`src/rtl/traffic_pkg.sv`:
```
// traffic_pkg: lamp encodings, controller states and phase-duration lookup
package traffic_pkg;
  typedef enum logic [1:0] {RED = 2'd0, GREEN = 2'd1, YELLOW = 2'd2} lamp_t;
  typedef enum logic [2:0] {AG, AY, RED1, WALKS, BG, BY, RED2} state_t;
  function automatic int unsigned dur(state_t s, int unsigned ga, int unsigned gb,
                                      int unsigned y, int unsigned r, int unsigned w);
    return (s == AG) ? ga : (s == BG) ? gb : (s == AY || s == BY) ? y : (s == WALKS) ? w : r;
  endfunction
endpackage

```
`src/rtl/intersection_ctrl_phase_timer.sv`:
```
// phase_timer: loadable down-counter that parks at zero
module phase_timer #(
  parameter int CNT_W = 8,
  parameter logic [CNT_W-1:0] RST_VAL = '0
) (
  input  logic             clk,
  input  logic             reset,
  input  logic             load,
  input  logic [CNT_W-1:0] load_val,
  output logic             done,
  output logic [CNT_W-1:0] count
);
  logic [CNT_W-1:0] count_q;
  always_ff @(posedge clk or posedge reset)
    if (reset) count_q <= RST_VAL;
    else if (load) count_q <= load_val;
    else if (!done) count_q <= count_q - 1'b1;
  assign done  = count_q == '0;
  assign count = count_q;
endmodule

```
`src/rtl/intersection_ctrl.sv`:
```
// intersection_ctrl: two-road plus pedestrian light sequencer with demand latches and safety monitors
module intersection_ctrl
  import traffic_pkg::*;
#(
  parameter int GREEN_A = 40,
  parameter int GREEN_B = 20,
  parameter int YELLOW_T = 5,
  parameter int ALL_RED = 2,
  parameter int WALK_T = 10,
  parameter int CNT_W = 8
) (
  input  logic             clk,
  input  logic             reset,
  input  logic             car_b,
  input  logic             ped_req,
  output logic [1:0]       light_a,
  output logic [1:0]       light_b,
  output logic             walk,
  output logic [CNT_W-1:0] time_left,
  output logic             p1,
  output logic             p2,
  output logic             p3
);
  state_t state_q, state_d;
  logic car_pend_q, car_pend_d, ped_pend_q, ped_pend_d;
  logic done, load;
  logic [CNT_W-1:0] count, load_val;
  function automatic int unsigned d(state_t s);
    return dur(s, GREEN_A, GREEN_B, YELLOW_T, ALL_RED, WALK_T);
  endfunction
  phase_timer #(.CNT_W(CNT_W), .RST_VAL(CNT_W'(ALL_RED - 1))) u_timer (
    .clk(clk), .reset(reset), .load(load), .load_val(load_val), .done(done), .count(count)
  );
  always_comb begin
    state_d = state_q;
    if (done)
      case (state_q)
        AG:      state_d = (car_pend_q || ped_pend_q) ? AY : AG;
        AY:      state_d = RED1;
        RED1:    state_d = ped_pend_q ? WALKS : BG;
        WALKS:   state_d = car_pend_q ? BG : AG;
        BG:      state_d = BY;
        BY:      state_d = RED2;
        default: state_d = AG;
      endcase
  end
  // AG holding at zero is the only case where done does not change state
  assign load     = state_d != state_q;
  assign load_val = CNT_W'(d(state_d) - 1);
  // entering the serving phase clears the latch even if a new request arrives that cycle
  assign car_pend_d = (state_d == BG && state_q != BG) ? 1'b0 :
                      (car_b && state_q != BG) ? 1'b1 : car_pend_q;
  assign ped_pend_d = (state_d == WALKS && state_q != WALKS) ? 1'b0 :
                      (ped_req && state_q != WALKS) ? 1'b1 : ped_pend_q;
  always_ff @(posedge clk or posedge reset)
    if (reset) begin
      state_q    <= RED2;
      car_pend_q <= 1'b0;
      ped_pend_q <= 1'b0;
    end else begin
      state_q    <= state_d;
      car_pend_q <= car_pend_d;
      ped_pend_q <= ped_pend_d;
    end
  assign light_a   = state_q == AG ? GREEN : state_q == AY ? YELLOW : RED;
  assign light_b   = state_q == BG ? GREEN : state_q == BY ? YELLOW : RED;
  assign walk      = state_q == WALKS;
  assign time_left = count;
  assign p1 = light_a != RED && light_b != RED;
  assign p2 = walk && (light_a != RED || light_b != RED);
  assign p3 = 32'(count) > d(state_q) - 1;
endmodule
```
`config.mk`:
```
export PLATFORM = sky130hd
export DESIGN_NAME = intersection_ctrl
export DESIGN_NICKNAME = d
export VERILOG_FILES = /design/src/rtl/traffic_pkg.sv /design/src/rtl/intersection_ctrl_phase_timer.sv /design/src/rtl/intersection_ctrl.sv
export SDC_FILE = /design/constraint.sdc
export NUM_CORES = 1
export LEC_CHECK = 0
export CORE_AREA = 2 2 55 57
export DETAILED_ROUTE_END_ITERATION = 12
export DIE_AREA = 0 0 57 59
export GPL_ROUTABILITY_DRIVEN = 0
export GPL_TIMING_DRIVEN = 0
export PLACE_DENSITY = 0.66
export SETUP_SLACK_MARGIN = 0.02
export SYNTH_ARGS = -nofsm -noshare
export SYNTH_HDL_FRONTEND = slang
export SYNTH_HIERARCHICAL = 1
export SYNTH_SLANG_ARGS = --single-unit
```
`constraint.sdc`:
```
create_clock -name clk -period 2.34 [get_ports clk]
set_input_delay 0.351 -clock clk [delete_from_list [all_inputs] [get_ports clk]]
set_output_delay 0.351 -clock clk [all_outputs]
set_load 0.1 [all_outputs]
```
[Yosys cells after proc, flatten, opt, wreduce, memory -nomap -nowiden]
Index checks and enable logic that the tools add are counted.
Operators by class
  add/sub/neg operators: 3
  muxes and demuxes: 23
  reductions and logical operators: 17
  $lt $le $gt $ge: 1
  eq/ne operators: 13
Operators by type and width (number)
  8-bit by 32-bit greater-than comparator with 1-bit output: 1
  3-bit case mux with 6 select lines: 1
  4-bit two-way mux: 4
  8-bit two-way mux: 2
  6-bit by 1-bit subtractor with 7-bit output (second input constant): 2
  3-bit equality test (second input constant): 4
  6-bit two-way mux: 2
  5-bit two-way mux: 2
  3-bit by 2-bit equality test with 1-bit output (second input constant): 3
  3-bit two-way mux: 3
  8-bit logical NOT: 1
  2-bit two-way mux: 4
  2-bit nonzero test: 4
  8-bit by 1-bit subtractor with 8-bit output (second input constant): 1
  3-bit by 1-bit equality test with 1-bit output (second input constant): 2
  1-bit logical AND: 6
  3-bit logical NOT: 2
  1-bit two-way mux: 5
  1-bit logical OR: 4
  3-bit by 2-bit != test with 1-bit output (second input constant): 1
  3-bit != test: 1
  3-bit != test (second input constant): 1
  2-bit by 1-bit != test with 1-bit output (second input constant): 1
Word-level totals
  input port bits: 4
  output and inout bits: 16
  bits in registers: 13
  word-level logic and storage cells: 61

[Depth between registers and ports, before layout]
Gate-level depths: netlist (run 1).
  word-level depth: 11
  gate-level depth with buffers: 11
  gate-level depth less buffers: 9

[By module]
Netlist (run 1), hierarchy kept.
By module, submodules not included
  intersection_ctrl: seq. area each 127.6 um^2, cells each 83, times used 1, area an instance 651.9 um^2
  phase_timer: seq. area each 201.4 um^2, cells each 55, times used 1, area an instance 483.0 um^2

[Worst setup path before layout (run 1)]
No wires, ideal clock.
  kind: flip-flop to output port
  start: reg state_q[2]
  end: out p3
  data required time: 1989 ps
  cell stages (with the launch flop): 7
  arrival: 3092 ps
  setup slack: -1103 ps
  path buffers: 1
  path through: dfstp_2 > buf_6 > or3b_2 > ha_1 > nand4_1 > nand2b_1 > o22ai_1
On the way
  longest elaborated chain between the ends: 7
  elaborated cells on any way between the ends: 12
  those cells by class: add/sub: 1; order compare: 1; eq/ne: 4; mux: 4; reduce/logical: 2
Ends and longest elaborated chain
  start: declaration: line intersection_ctrl.sv:24  | state_t state_q, state_d;
  start signal: assignment: line intersection_ctrl.sv:61  | state_q <= state_d;
  3-bit by 2-bit equality test with 1-bit output, or another cell as far along: line traffic_pkg.sv:7  | return (s == AG) ? ga : (s == BG) ? gb : (s == AY || s == BY) ? y : (s == WALKS) ? w : r;
  4-bit two-way mux or 1-bit logical OR (tied branches): line traffic_pkg.sv:7
  4-bit two-way mux: line traffic_pkg.sv:7
  5-bit two-way mux: line traffic_pkg.sv:7
  6-bit two-way mux (*): line traffic_pkg.sv:7
  6-bit by 1-bit subtractor with 7-bit output (*): line intersection_ctrl.sv:71  | assign p3 = 32'(count) > d(state_q) - 1;
  8-bit by 32-bit greater-than comparator with 1-bit output (*): line intersection_ctrl.sv:71
  end: declaration: line intersection_ctrl.sv:22  | output logic p3
Every way passes the cells marked *; elsewhere a longest branch is shown, timed or not.

[Worst setup path in the final report (run 1)]
Ends and elaborated chain as after synthesis.

==> results of run 1 <==
[worst paths after layout]
check | start | to | slack (ns)
worst max-delay path | state_q[2]$_DFF_PP1_ | p3 | -0.27
worst min-delay path | reset | ped_pend_q$_DFFE_PP0P_ | 0.28
worst max register to register | u_timer/count[4]$_DFFE_PP0P_ | u_timer/count[4]$_DFFE_PP0P_ | -0.08
worst min register to register | car_pend_q$_DFFE_PP0P_ | car_pend_q$_DFFE_PP0P_ | 0.65
max in group asynchronous | reset | u_timer/count[0]$_DFFE_PP1P_ | 1.69
min in group clk | car_pend_q$_DFFE_PP0P_ | car_pend_q$_DFFE_PP0P_ | 0.65
[kinds of logic after synthesis]
logic type / count (synthesis) / synth area share
AND/OR/NAND/NOR: 57 / 0.291
AO/OA/AOI/OAI: 35 / 0.218
buffers and inverters: 21 / 0.0871
flip-flops: 13 / 0.290
adder cells (fa/ha/maj): 9 / 0.0992
other: 2 / 0.00662
XOR/XNOR: 1 / 0.00772
[routing by layer]
metal | up-vias | share of wire | global-route usage
li1 | 603 | - | -
met1 | 607 | 0.43 | 0.270
met2 | 51 | 0.48 | 0.328
met3 | 8 | 0.061 | 0.0262
met4 | 0 | 0.024 | 0.0598
met5 | - | 0 | 0
[area by class of cell]
| cell class | count | area [µm²] | area share |
|---|---|---|---|
| multi-input cells | 108 | 861 | 0.485 |
| repair buffers | 42 | 368 | 0.207 |
| flip-flops and latches | 13 | 348 | 0.196 |
| plain buffers | 8 | 82.6 | 0.0465 |
| inverters | 12 | 51.3 | 0.0289 |
| well taps | 31 | 38.8 | 0.0218 |
| clock buffers | 3 | 22.5 | 0.0127 |
| clock inverters | 1 | 5.00 | 0.00282 |
[stage by stage]
step	area, µm²	hold WS, ns	worst slack (ns)	setup TNS (ns)	util
6_report	1780	0.276	-0.266	-0.350	0.656
3_3_place_gp	1450	0.591	-0.895	-1.71	0.534
5_1_grt	1780	0.305	-0.399	-0.658	0.656
2_1_floorplan	1240	0.128	-0.0933	-0.135	-
3_5_place_dp	1450	0.613	-0.921	-1.79	0.534
4_1_cts	1640	0.288	-0.245	-0.271	0.604
[state kept, by name, indices dropped and copies added, names as in the netlist]
| signal | count |
|---|---|
| car_pend_q | 1 |
| state_q | 3 |
| ped_pend_q | 1 |
| u_timer/count | 8 |
[timing repair]
item	4_1_cts	5_1_grt
pin swaps	8	11
endpoints found under the setup margin	11	8
resized for setup	41	15
buffers inserted	11	14
endpoints found under the hold margin	0	0
[cells in the final DEF, fill, tap and decap left out, types with 3 or more instances in the layout]
cell type	instances
a21o_1	3
a21oi_1	8
buf_4	27
buf_6	5
clkbuf_4	4
clkdlybuf4s15_2	3
clkdlybuf4s50_1	8
conb_1	6
dfrtp_2	6
ha_1	5
ha_4	4
inv_1	9
nand2_1	7
nand2b_1	3
nand2b_4	3
nor2_1	10
nor3_1	4
nor4_1	4
o31ai_1	3
[worst max-delay path, delay by kind of cell (launching register included)]
family	cells	cell delay [ns]
compound gates	1	0.12
fa+ha+maj	1	0.27
buf+inv	2	0.31
flops	1	0.56
simple gates	3	0.69
==> flow_summary_export.csv, run 1 <==
group,metric,value,unit
outcome,status,"complete, but fails checks",
outcome,violations,"negative setup slack",
cts,cts_made_buffers,3,
route,dr.pass1.iters,4,
timing,drv_slew,0,
worst_setup_path,cpMaxStageDelayCell,"dfstp_2",
timing,worst_pin_slew,0.968,ns
grt,gr-total-overflow,0,
cts,htreeDepth,1,
route,wl_per_cell,15.8,µm
cts,cts-root-buf,"clkbuf_4",
yosys,yosys_warnings,6,
min_path,hp-class,"in2async",
worst_setup_path,r2r_cells,8,
yosys,synth-seq-area-share,0.290,
final_layout,nets,201,
floorplanning,core,0.00271,mm²
grt,grt_max_degree,11,
yosys,netlist_top_cells_area,"dfrtp_1, ha_1, dfstp_2",
grt,antenna_found_initial,0,
yosys,synth_cell_types,50,
yosys,yosysMostFrequentCell,"nor2_1",
timing,max_freq,384,MHz
cts,clock_latency,0.30,ns
cts,cts.sink_count,13,
floorplanning,start_util,0.419,
yosys,ys_ff_latch,13,
placed_design,post-place-cells,190,
worst_setup_path,start_kind,"register",
yosys,synth_common_cells,"nor2_1, inv_1, dfrtp_1, ha_1, a21oi_1",
cts,path_clk_slew,0.10,ns
timing,rsz0062_at_grt,"true",
route,drc_errors,0,
worst_setup_path,end_kind,"output port",
timing,setup_viol,2,
yosys,synth_top_cell_by_area,"dfrtp_1",
placed_design,portBuffers,17,
yosys,ys.flop_type,"dfrtp_1",
yosys,synth-edff-count,0,
grt,grt_first_pass_wirelength,5.24,mm
cts,ctsHoldBuffers,0,
worst_setup_path,path_max_fanout,8,
yosys,syn_avg_cell_area,8.22,µm²
final_layout,diodes,0,
route,drt_wl_total,3.44,mm
grt,grt_pass1_vias,1134,
worst_setup_path,critical_path_class,"reg2out",
grt,grtUsageTotal,0.198,
yosys,syn_inst,138,
floorplanning,die_w,57,µm
yosys,synthArstFlopShare,1.00,
final_layout,layout-drive-gt1-share,0.417,
worst_setup_path,slowest_delay,0.56,ns
route,ant_nets,0,
timing,slew-limit-headroom,0.353,
route,via_per_inst,5.82,
timing,fin_skew,0.0139,ns
worst_setup_path,cp.required,1.99,ns
timing,layout_setup_ws,-0.266,ns
route,vias,1269,
route,drt_iter0_markers,46,
cts,clockBufferDepth,2,
final_layout,final_cells,218,
floorplanning,io_pins,20,
floorplanning,rows,19,
timing,period_needed,2.61,ns
yosys,yosysTopAreaCellShare,0.221,
final_layout,area_growth,56.6,%
worst_setup_path,crit_arrival,2.25,ns
placed_design,hpwl,2.13,mm
yosys,synthesis.area,0.00113,mm²
cts,cts_tree,"done",
timing,hold_viol,0,
floorplanning,die-area,0.00336,mm²
timing,fin_crit_sh,1.11,
run,max_cap_violations,0,
final_layout,nFillCells,230,
worst_setup_path,crit_chain,"buf_6, or3b_4, ha_4, nand4_1, nand2b_4, o22ai_4, buf_12",
floorplanning,die_h,59,µm
Power of run 1 is left out: the tool's default activity adds up to more than one toggle a clock period on the data nets, which glitch-free logic cannot reach.
==> inputs of run 2 (changes only) <==
--- a/config.mk
+++ b/config.mk
@@ -5,12 +5,12 @@
 export SDC_FILE = /design/constraint.sdc
 export NUM_CORES = 1
 export LEC_CHECK = 0
-export CORE_AREA = 2 2 55 57
+export CORE_AREA = 2 2 72 74
 export DETAILED_ROUTE_END_ITERATION = 12
-export DIE_AREA = 0 0 57 59
+export DIE_AREA = 0 0 74 76
 export GPL_ROUTABILITY_DRIVEN = 0
 export GPL_TIMING_DRIVEN = 0
-export PLACE_DENSITY = 0.66
+export PLACE_DENSITY = 0.42
 export SETUP_SLACK_MARGIN = 0.02
 export SYNTH_ARGS = -nofsm -noshare
 export SYNTH_HDL_FRONTEND = slang
==> run 2 against run 1 <==
The run still ends with negative setup slack left. Flip-flop and latch count is the same. Final cell count increased by 16%. Hold slack improved by 0.068 ns. Routed wire length shrank 4.7%. Sequential share of layout area shrank 0.20 points. Critical path depth unchanged. Register-to-register slack gained 0.12 ns. Cell area is 1.1% higher. Worst setup slack improved by 0.081 ns. Critical path type unchanged. Critical endpoint unchanged.
==> flow_summary_export.csv, run 2 (synthesized netlist as in run 1, its figures left out) <==
group,metric,value,unit
outcome,status,"complete, but fails checks",
outcome,violations,"negative setup slack",
grt,grtUsageTotal,0.119,
timing,hold_ws,0.344,ns
timing,setup_viol,1,
cts,cts-root-buf,"clkbuf_8",
grt,grt_first_pass_wirelength,5.21,mm
route,via_per_inst,4.66,
grt,antenna_found_initial,0,
route,drc_errors,0,
route,wl_per_cell,12.9,µm
timing,max_freq,396,MHz
timing,slew-limit-headroom,0.355,
floorplanning,rows,26,
route,ant_nets,0,
placed_design,place_ws,-0.915,ns
timing,period_needed,2.53,ns
final_layout,finish.utilization,0.366,
worst_setup_path,end_kind,"output port",
run,max_cap_violations,0,
final_layout,layout-drive-gt1-share,0.399,
timing,rsz0062_at_grt,"true",
placed_design,portBuffers,17,
timing,drv_slew,0,
final_layout,final_common_cell,"buf_4",
cts,cts.sink_count,13,
grt,gr-total-overflow,0,
min_path,hp-class,"in2async",
floorplanning,die_w,74,µm
floorplanning,die-area,0.00562,mm²
final_layout,largest_register_ffs,8,
route,vias,1179,
final_layout,layout_common_cells,"buf_4, nor2_1, inv_1, clkdlybuf4s50_1, a21oi_1",
timing,fin_crit_sh,1.08,
grt,grt_max_degree,11,
timing,layout_setup_ws,-0.185,ns
timing,worst_pin_slew,0.964,ns
floorplanning,io_pins,20,
worst_setup_path,r2r_cells,11,
cts,path_clk_slew,0.06,ns
worst_setup_path,path_max_fanout,8,
floorplanning,start_util,0.231,
cts,cts_tree,"done",
grt,grt_pass1_vias,1086,
route,drt_wl_total,3.28,mm
final_layout,diodes,0,
final_layout,nets,197,
cts,htreeDepth,1,
cts,clockBufferDepth,2,
floorplanning,core,0.00491,mm²
worst_setup_path,crit_arrival,2.17,ns
timing,fin_skew,0.00429,ns
cts,cts_made_buffers,3,
floorplanning,die_h,76,µm
route,drt_iter0_markers,46,
route,dr.pass1.iters,4,
timing,hold_viol,0,
worst_setup_path,cp.required,1.99,ns
cts,ctsHoldBuffers,0,
placed_design,hpwl,2.35,mm
worst_setup_path,start_kind,"register",
cts,clock_latency,0.25,ns
final_layout,area_growth,58.2,%
final_layout,nFillCells,506,
worst_setup_path,critical_path_class,"reg2out",
run 2: cell types whose count changed in the layout (fill, tap and decap cells not counted), moves of 2 or more:
cell             delta
buf_4               -6
clkdlybuf4s15_2     -2
buf_2               +3
clkbuf_8            +5
clkbuf_4            -3
run 2: worst paths after layout:
path | start | endpoint | slack, ns
worst max register to register | u_timer/count[0]$_DFFE_PP1P_ | u_timer/count[2]$_DFFE_PP0P_ | 0.04
worst min-delay path | reset | car_pend_q$_DFFE_PP0P_ | 0.34
max in group asynchronous | reset | u_timer/count[0]$_DFFE_PP1P_ | 1.64
worst max-delay path | state_q[2]$_DFF_PP1_ | p3 | -0.19
worst min register to register | car_pend_q$_DFFE_PP0P_ | car_pend_q$_DFFE_PP0P_ | 0.62
min in group clk | car_pend_q$_DFFE_PP0P_ | car_pend_q$_DFFE_PP0P_ | 0.62
run 2: metrics by stage:
step	area [µm²]	setup TNS (ns)	instances
final	1800	-0.185	253
after global routing	1800	-0.377	253
after CTS	1670	-0.230	241
after detailed placement	1500	-1.85	229
after global placement	1500	-1.89	229
after floorplan	1240	-0.135	142
run 2: worst max-delay path, cell delays in order, from the launching register on:
cell and delay (ns):
dfstp_2 0.53, buf_6 0.12, or3b_4 0.41, ha_4 0.27, nand4_1 0.11, nand2b_4 0.17
o22ai_4 0.11, buf_12 0.19
run 2: final cells by class:
cell class | instances | area (µm²) | share of cell area
clock buffers | 3 | 41.3 | 0.0230
inverters | 12 | 47.5 | 0.0265
plain buffers | 9 | 92.6 | 0.0516
clock inverters | 1 | 5.00 | 0.00279
multi-input cells | 108 | 861 | 0.479
repair buffers | 37 | 313 | 0.174
flip-flops and latches | 13 | 348 | 0.194
well taps | 70 | 87.6 | 0.0488
run 2: per-layer routing:
metal  part of all wire  global-route usage  vias up
li1                   -                   -      590
met1               0.48               0.162      566
met2               0.47               0.181       19
met3              0.034              0.0357        4
met4              0.010              0.0309        0
met5                  0                   0        -
run 2: timing repair:
item / in CTS / in global routing
setup buffers: 8 / 11
cloned: 0 / 1
pin swaps: 7 / 12
gates resized for setup: 34 / 20
setup endpoints to repair: 11 / 11
Power of run 2 is left out for the same reason.
==> inputs of run 3 (changes only) <==
--- a/config.mk
+++ b/config.mk
@@ -10,6 +10,7 @@
 export DIE_AREA = 0 0 74 76
 export GPL_ROUTABILITY_DRIVEN = 0
 export GPL_TIMING_DRIVEN = 0
+export HOLD_SLACK_MARGIN = 0.02
 export PLACE_DENSITY = 0.42
 export SETUP_SLACK_MARGIN = 0.02
 export SYNTH_ARGS = -nofsm -noshare
==> results of run 3 <==
Final layout, timing and power as in run 2 (identical DEF).
Power of run 3 is left out for the same reason.
